`src/rtl/mouse_cursor_tracker.sv`:
```
// mouse_cursor_tracker
//   Cursor engine between a PS/2 packet decoder and the VGA overlay logic.
//   It is a two-stage pipeline:
//     stage 1  sign-extends the accepted deltas, optionally inverts dy, and
//              scales both by the speed setting. It also latches the buttons
//              and the overflow flags.
//     stage 2  accumulates the scaled deltas into the absolute position, with
//              clamp or wrap edge handling. It updates the button state and
//              edge pulses, and counts dropped (overflowed) packets.
//   A software load overrides the position and discards any packet that is
//   in stage 2 during the same cycle.
//
// Ports
//   clk, reset              system clock, asynchronous active-high reset
//   in_valid / in_ready     packet handshake (in_ready = !reset & !load)
//   dx, dy                  signed DELTA_W-bit deltas
//   ovf_x, ovf_y            packet overflow flags (the packet is dropped)
//   buttons                 {middle, right, left}
//   wrap_mode               0 = clamp at the edges, 1 = wrap around
//   speed                   delta left-shift, 0..3
//   load, load_x, load_y    force the position (clamped to the screen)
//   pos_x, pos_y            cursor position
//   pos_valid               one-cycle pulse when the position is updated
//   btn_state               registered buttons
//   btn_press, btn_release  one-cycle edge pulses
//   drop_count              saturating count of discarded packets
module mouse_cursor_tracker #(
  parameter int SCREEN_W = 640,
  parameter int SCREEN_H = 480,
  parameter int POS_W    = 10,
  parameter int DELTA_W  = 9,
  parameter int INVERT_Y = 1,
  parameter int INIT_X   = 320,
  parameter int INIT_Y   = 240
) (
  input  logic               clk,
  input  logic               reset,
  input  logic               in_valid,
  output logic               in_ready,
  input  logic [DELTA_W-1:0] dx,
  input  logic [DELTA_W-1:0] dy,
  input  logic               ovf_x,
  input  logic               ovf_y,
  input  logic [2:0]         buttons,
  input  logic               wrap_mode,
  input  logic [1:0]         speed,
  input  logic               load,
  input  logic [POS_W-1:0]   load_x,
  input  logic [POS_W-1:0]   load_y,
  output logic [POS_W-1:0]   pos_x,
  output logic [POS_W-1:0]   pos_y,
  output logic               pos_valid,
  output logic [2:0]         btn_state,
  output logic [2:0]         btn_press,
  output logic [2:0]         btn_release,
  output logic [7:0]         drop_count
);

  // Extended width: this is enough headroom for pos + (delta << 3) without
  // overflow.
  localparam int EW = POS_W + DELTA_W + 4;

  localparam logic signed [EW-1:0] SIZE_X    = EW'(SCREEN_W);
  localparam logic signed [EW-1:0] SIZE_Y    = EW'(SCREEN_H);
  localparam logic signed [EW-1:0] SIZE_X_M1 = EW'(SCREEN_W - 1);
  localparam logic signed [EW-1:0] SIZE_Y_M1 = EW'(SCREEN_H - 1);
  localparam logic [POS_W-1:0]     MAX_X     = POS_W'(SCREEN_W - 1);
  localparam logic [POS_W-1:0]     MAX_Y     = POS_W'(SCREEN_H - 1);

  // One axis of stage 2. In wrap mode the delta is first limited to
  // +/-(size-1). This keeps the sum within (-size, 2*size), so a single
  // add or subtract of size is enough to bring it back on screen.
  function automatic logic [POS_W-1:0] f_step(
    input logic [POS_W-1:0]     pos,
    input logic signed [EW-1:0] delta,
    input logic                 wrap,
    input logic signed [EW-1:0] size,
    input logic signed [EW-1:0] size_m1
  );
    logic signed [EW-1:0] v_d;
    logic signed [EW-1:0] v_sum;
    v_d = delta;
    if (wrap) begin
      if (v_d > size_m1)
        v_d = size_m1;
      else if (v_d < -size_m1)
        v_d = -size_m1;
    end
    v_sum = $signed({{(EW-POS_W){1'b0}}, pos}) + v_d;
    if (wrap) begin
      if (v_sum[EW-1])
        v_sum = v_sum + size;
      else if (v_sum >= size)
        v_sum = v_sum - size;
    end else begin
      if (v_sum[EW-1])
        v_sum = '0;
      else if (v_sum > size_m1)
        v_sum = size_m1;
    end
    return v_sum[POS_W-1:0];
  endfunction

  logic                 w_accept;
  logic signed [EW-1:0] w_dx_ext;
  logic signed [EW-1:0] w_dy_ext;
  logic signed [EW-1:0] w_dy_dir;
  logic signed [EW-1:0] w_dx_scaled;
  logic signed [EW-1:0] w_dy_scaled;
  logic [POS_W-1:0]     w_next_x;
  logic [POS_W-1:0]     w_next_y;
  logic [POS_W-1:0]     w_load_x;
  logic [POS_W-1:0]     w_load_y;

  logic                 r_s1_valid;
  logic signed [EW-1:0] r_s1_dx;
  logic signed [EW-1:0] r_s1_dy;
  logic [2:0]           r_s1_btn;
  logic                 r_s1_ovf;

  logic [POS_W-1:0]     r_pos_x;
  logic [POS_W-1:0]     r_pos_y;
  logic                 r_pos_valid;
  logic [2:0]           r_btn_state;
  logic [2:0]           r_btn_press;
  logic [2:0]           r_btn_release;
  logic [7:0]           r_drop_count;

  assign in_ready = ~reset & ~load;
  assign w_accept = in_valid & in_ready;

  always_comb begin
    w_dx_ext    = {{(EW-DELTA_W){dx[DELTA_W-1]}}, dx};
    w_dy_ext    = {{(EW-DELTA_W){dy[DELTA_W-1]}}, dy};
    w_dy_dir    = (INVERT_Y != 0) ? -w_dy_ext : w_dy_ext;
    w_dx_scaled = w_dx_ext << speed;
    w_dy_scaled = w_dy_dir << speed;
  end

  always_comb begin
    w_next_x = f_step(r_pos_x, r_s1_dx, wrap_mode, SIZE_X, SIZE_X_M1);
    w_next_y = f_step(r_pos_y, r_s1_dy, wrap_mode, SIZE_Y, SIZE_Y_M1);
    w_load_x = (load_x > MAX_X) ? MAX_X : load_x;
    w_load_y = (load_y > MAX_Y) ? MAX_Y : load_y;
  end

  always_ff @(posedge clk or posedge reset) begin
    if (reset) begin
      r_s1_valid    <= 1'b0;
      r_s1_dx       <= '0;
      r_s1_dy       <= '0;
      r_s1_btn      <= '0;
      r_s1_ovf      <= 1'b0;
      r_pos_x       <= POS_W'(INIT_X);
      r_pos_y       <= POS_W'(INIT_Y);
      r_pos_valid   <= 1'b0;
      r_btn_state   <= '0;
      r_btn_press   <= '0;
      r_btn_release <= '0;
      r_drop_count  <= '0;
    end else begin
      r_s1_valid <= w_accept;
      if (w_accept) begin
        r_s1_dx  <= w_dx_scaled;
        r_s1_dy  <= w_dy_scaled;
        r_s1_btn <= buttons;
        r_s1_ovf <= ovf_x | ovf_y;
      end

      r_pos_valid   <= 1'b0;
      r_btn_press   <= '0;
      r_btn_release <= '0;

      // A load takes priority. The packet in stage 2 is dropped without
      // touching the buttons or the drop counter.
      if (load) begin
        r_pos_x     <= w_load_x;
        r_pos_y     <= w_load_y;
        r_pos_valid <= 1'b1;
      end else if (r_s1_valid) begin
        r_btn_state   <= r_s1_btn;
        r_btn_press   <= r_s1_btn & ~r_btn_state;
        r_btn_release <= ~r_s1_btn & r_btn_state;
        if (r_s1_ovf) begin
          if (r_drop_count != 8'hFF)
            r_drop_count <= r_drop_count + 8'd1;
        end else begin
          r_pos_x     <= w_next_x;
          r_pos_y     <= w_next_y;
          r_pos_valid <= 1'b1;
        end
      end
    end
  end

  assign pos_x       = r_pos_x;
  assign pos_y       = r_pos_y;
  assign pos_valid   = r_pos_valid;
  assign btn_state   = r_btn_state;
  assign btn_press   = r_btn_press;
  assign btn_release = r_btn_release;
  assign drop_count  = r_drop_count;

endmodule
```
`config.mk`:
```
export PLATFORM = sky130hd
export DESIGN_NAME = mouse_cursor_tracker
export DESIGN_NICKNAME = d
export VERILOG_FILES = /design/src/rtl/mouse_cursor_tracker.sv
export SDC_FILE = /design/constraint.sdc
export NUM_CORES = 1
export LEC_CHECK = 0
export CORE_MARGIN = 2
export CORE_UTILIZATION = 56
export CTS_CLUSTER_DIAMETER = 120
export DETAILED_ROUTE_END_ITERATION = 10
export PLACE_DENSITY = 0.92
export SLEW_MARGIN = 10
export SYNTH_ARGS = -nofsm -noshare
export SYNTH_HDL_FRONTEND = slang
export SYNTH_SLANG_ARGS = --single-unit
```
`constraint.sdc`:
```
create_clock -name clk -period 6.44 [get_ports clk]
set_input_delay 0.644 -clock clk [delete_from_list [all_inputs] [get_ports clk]]
set_output_delay 0.644 -clock clk [all_outputs]
set_load 0.1 [all_outputs]
```
==> run summary <==
The run finished with clean final reports. Before antenna repair, the detailed router went through 6 iterations. The synthesis-to-layout area growth came out at 18.1%. The final period utilization is 0.915.

By count the netlist is led by sky130_fd_sc_hd__nand2_1 (95), sky130_fd_sc_hd__dfrtp_1 (72), sky130_fd_sc_hd__nor2_1 (65), sky130_fd_sc_hd__o21ai_0 (59), sky130_fd_sc_hd__a21oi_1 (56). The type of the most critical hold path is reg2reg. The worst clock skew came out at 14.0 ps. The final setup violation count came out at 0.

The number of port buffers is 88. Summed over all failing endpoints, the final setup total negative slack is 0 ps. The final core area utilization is 0.676. The number of I/O pins is 89. The required time of the worst setup path came out at 6740 ps. The maximum root-to-sink buffer count came out at 2. The maximum number of pins on one net before global-route repair came out at 79. Of the synthesized area, sequential elements account for 0.317. The slew of the pin with the lowest slew margin is 1010 ps. Of the total synthesized cell area, the portion taken by XOR and XNOR cells is 0.0467. The DRC marker count from the first detailed-route iteration came out at 536. The post-layout instance count excluding filler cells came out at 955. The width of the die came out at 109 um. Setup repair after global routing left no endpoint under its margin. The starting density of the core is 0.573.

The total congestion overflow came out at 0. The most area-hungry cell type in the Yosys netlist is sky130_fd_sc_hd__dfrtp_1. The share of flip-flops with an asynchronous set or reset is 1.00. Summed over all nets, wire length on met3 after detailed routing comes to 1010 um.

STA classifies the critical path endpoint as a register. The count of yosys warnings during synthesis is 0. The worst setup path is launched from a register.

The compound-cell area share of the yosys netlist came out at 0.270. The critical path goes through nand4_2 -> nor4_2 -> nand3_1 -> a211o_1 -> ha_1 -> and2_1 -> or3_1 -> ha_1 -> fa_1 -> a211oi_4 -> o21bai_1 -> a21oi_1 -> xnor2_1 -> clkinv_1 -> nor4_1 -> o21a_2 -> nor3_1 -> a31o_2 -> a211o_1 -> a21oi_1. The hold violation count in the final report came out at 0.

The number of maximum-capacitance violations came out at 0. The sum of met2 wire segment lengths after detailed routing is 7390 um. The DRC violation count after routing came out at 0.

The area of the mapped netlist is 0.00618 mm^2. The peak fanout along the critical path is 12. Detailed routing inserted a total of 5940 vias. The post-synthesis register bit count came out at 78. The leakage power of the design is 3.06 nW. Counting every net in the synthesized netlist gives 826. The uppermost layer routed is met4. The number of flops mapped to enable cells by yosys is 0. At the end of the flow, the number of nets in the layout was 893.

The later-pin clock latency in the skew report came out at 370 ps. The total half-perimeter wirelength after legalization and detailed placement came out at 11800 um. TritonCTS built the clock tree. The placed instance count is 939. Yosys instantiated no cell more often than sky130_fd_sc_hd__nand2_1. Dividing the detail-routed via count by the number of cells gives 6.22.

The slowest stage of the critical path is the sky130_fd_sc_hd__dfrtp_1 cell. Across the VDD grid, the largest voltage drop is 0.285 mV. The number of global-route vias before repair was 5461. The total power consumption of the routed design came out at 0.00251 W. The wire length the detailed router placed on met1 came out at 7210 um.

The top-area cell type share of the netlist area came out at 0.291. For this run, the leading register cell type out of synthesis is sky130_fd_sc_hd__dfrtp_1. The critical path data arrival time came out at 6190 ps. The timing-limited maximum frequency came out at 170 MHz.

The number of antenna violations at the first check in global routing is 0. The clock transition at the register clock pins on the worst setup and hold paths after CTS is 90 ps. The die outline height came out at 109 um. In this design, the largest share of critical-path delay is due to simple AND/OR/NAND/NOR gates. The final weighted congestion of routability-driven global placement is 0.936. The post-place setup slack came out at 655 ps.

CTS placed an instance of sky130_fd_sc_hd__clkbuf_8 at the clock tree root. The repair_antennas step left the layout with diodes totalling 0. The highest cell delay on the worst timing path is 510 ps. The setup check on the worst reg-to-reg path leaves a slack of 550 ps. The hold buffer count at cts is 0. The number of pins with negative max-slew slack in the final report came out at 0.

The number of buffers added by the clock tree synthesis step is 9. The number of filler cells placed in the layout came out at 867. The post-detailed-route wirelength per cell is 16.6 um. The number of rows in the core area came out at 38. The number of gates resized after CTS was 0. The post-CTS repair timing setup buffer count is 0.

The core outline area is 0.0108 mm^2. Ranked by total cell area, the synthesized netlist is headed by sky130_fd_sc_hd__dfrtp_1 (29%), sky130_fd_sc_hd__ha_1 (6.3%), sky130_fd_sc_hd__nand2_1 (5.8%). The remaining max-slew budget at the tightest pin came out at 0.323. The total number of H-tree levels came out at 3. The dominant combinational cell family by area after synthesis is compound AO/OA/AOI/OAI gates. Wires add up to 15900 um. Once detail routing completed, the nets flagged for antenna violations numbered 0.

The sink count of the clock tree came out at 78. The global router's overall resource usage is 0.278. The portion of synthesized area spent on multiplexers is 0.0415. The buffer and inverter count on the worst path came out at 1.

Of the total synthesized cell area, the portion taken by full adders, half adders and majority gates is 0.0692. The smallest clock period supported by the final layout is computed as 5890 ps. By startpoint and endpoint, the worst setup path is classified as reg2reg.

The first global-routing pass estimated 26200 um of wire. The number of library cell types mapped by synthesis came out at 84. The final setup slack of the worst path is 545 ps. The synthesized netlist cell count is 743.

The power density over the cells came out at 343 mW/mm^2. The simple-gate share of the synthesized area is 0.209. The ratio of cells with drive above 1 in the final layout is 0.0834. The overall die area came out at 0.0119 mm^2. A synthesized cell averages 8.32 um^2.
metal layers:
layer | vias up | global-route usage
li1 | 2875 | -
met1 | 2777 | 0.382
met2 | 255 | 0.453
met3 | 33 | 0.0400
met4 | 0 | 0.0888
met5 | - | 0
per-stage QoR:
step           hold slack, ps  instance area [um^2]
2_1_floorplan             434                  6180
3_5_place_dp              460                  7090
3_3_place_gp              455                  7090
6_report                  470                  7300
5_1_grt                   501                  7300
4_1_cts                   473                  7300
flip-flops by register name, summed over array words and instances, names as in the netlist:
signal and count:
r_s1_dy 23, r_s1_dx 12, pos_x 10, pos_y 10, drop_count 8, btn_press 3, btn_release 3, btn_state 3
r_s1_btn 3, pos_valid 1, r_s1_ovf 1, r_s1_valid 1
final cells by class:
cell class / count / area [um^2] / area share
multi-input cells: 604 / 3940 / 0.539
flip-flops and latches: 78 / 1960 / 0.268
repair buffers: 95 / 933 / 0.128
well taps: 140 / 175 / 0.0240
clock buffers: 9 / 124 / 0.0170
clock inverters: 7 / 88.8 / 0.0122
inverters: 22 / 82.6 / 0.0113
logic make-up (layout without fill, tap and decap cells):
family,count (synthesis),after routing
AND/OR/NAND/NOR,268,268
adder cells (fa/ha/maj),33,33
XOR/XNOR,33,33
buffers and inverters,61,133
flip-flops,78,78
multiplexers,24,24
AO/OA/AOI/OAI,246,246
worst paths after layout:
check / startpoint / to / cells after the start
min in group asynchronous: reset / r_s1_dy[22] / 3
max reg2reg: r_s1_dy[11] / pos_y[6] / 20
min: r_s1_btn[1] / btn_release[1] / 1
min reg2reg: r_s1_btn[1] / btn_release[1] / 1
max: r_s1_dy[11] / pos_y[6] / 20
max in group asynchronous: reset / pos_y[8] / 3
power breakdown:
part / total [W] / switching [W] / internal [W]
logic: 0.00144 / 0.000934 / 0.000504
clock network: 0.000406 / 0.000216 / 0.000189
registers: 0.000664 / 0.0000928 / 0.000571
cells in the final DEF, fill, tap and decap left out, types with 8 or more instances in the layout:
master,Yosys,layout
sky130_fd_sc_hd__a21o_1,24,24
sky130_fd_sc_hd__nor2_1,65,65
sky130_fd_sc_hd__clkdlybuf4s50_1,0,88
sky130_fd_sc_hd__mux2_2,13,13
sky130_fd_sc_hd__nor4_1,8,8
sky130_fd_sc_hd__xor2_1,14,14
sky130_fd_sc_hd__o21ai_0,59,59
sky130_fd_sc_hd__clkbuf_8,4,9
sky130_fd_sc_hd__nand3_1,22,22
sky130_fd_sc_hd__xnor2_1,19,19
sky130_fd_sc_hd__a211oi_1,10,10
sky130_fd_sc_hd__nand2_1,95,94
sky130_fd_sc_hd__inv_1,18,17
sky130_fd_sc_hd__nor3_1,15,15
sky130_fd_sc_hd__mux2i_1,11,11
sky130_fd_sc_hd__a31oi_1,9,9
sky130_fd_sc_hd__ha_1,31,31
sky130_fd_sc_hd__nor3b_1,13,13
sky130_fd_sc_hd__dfrtp_1,72,72
sky130_fd_sc_hd__o22ai_1,8,8
sky130_fd_sc_hd__a21oi_1,56,56
No activity file was read; power rests on OpenSTA's default activity.
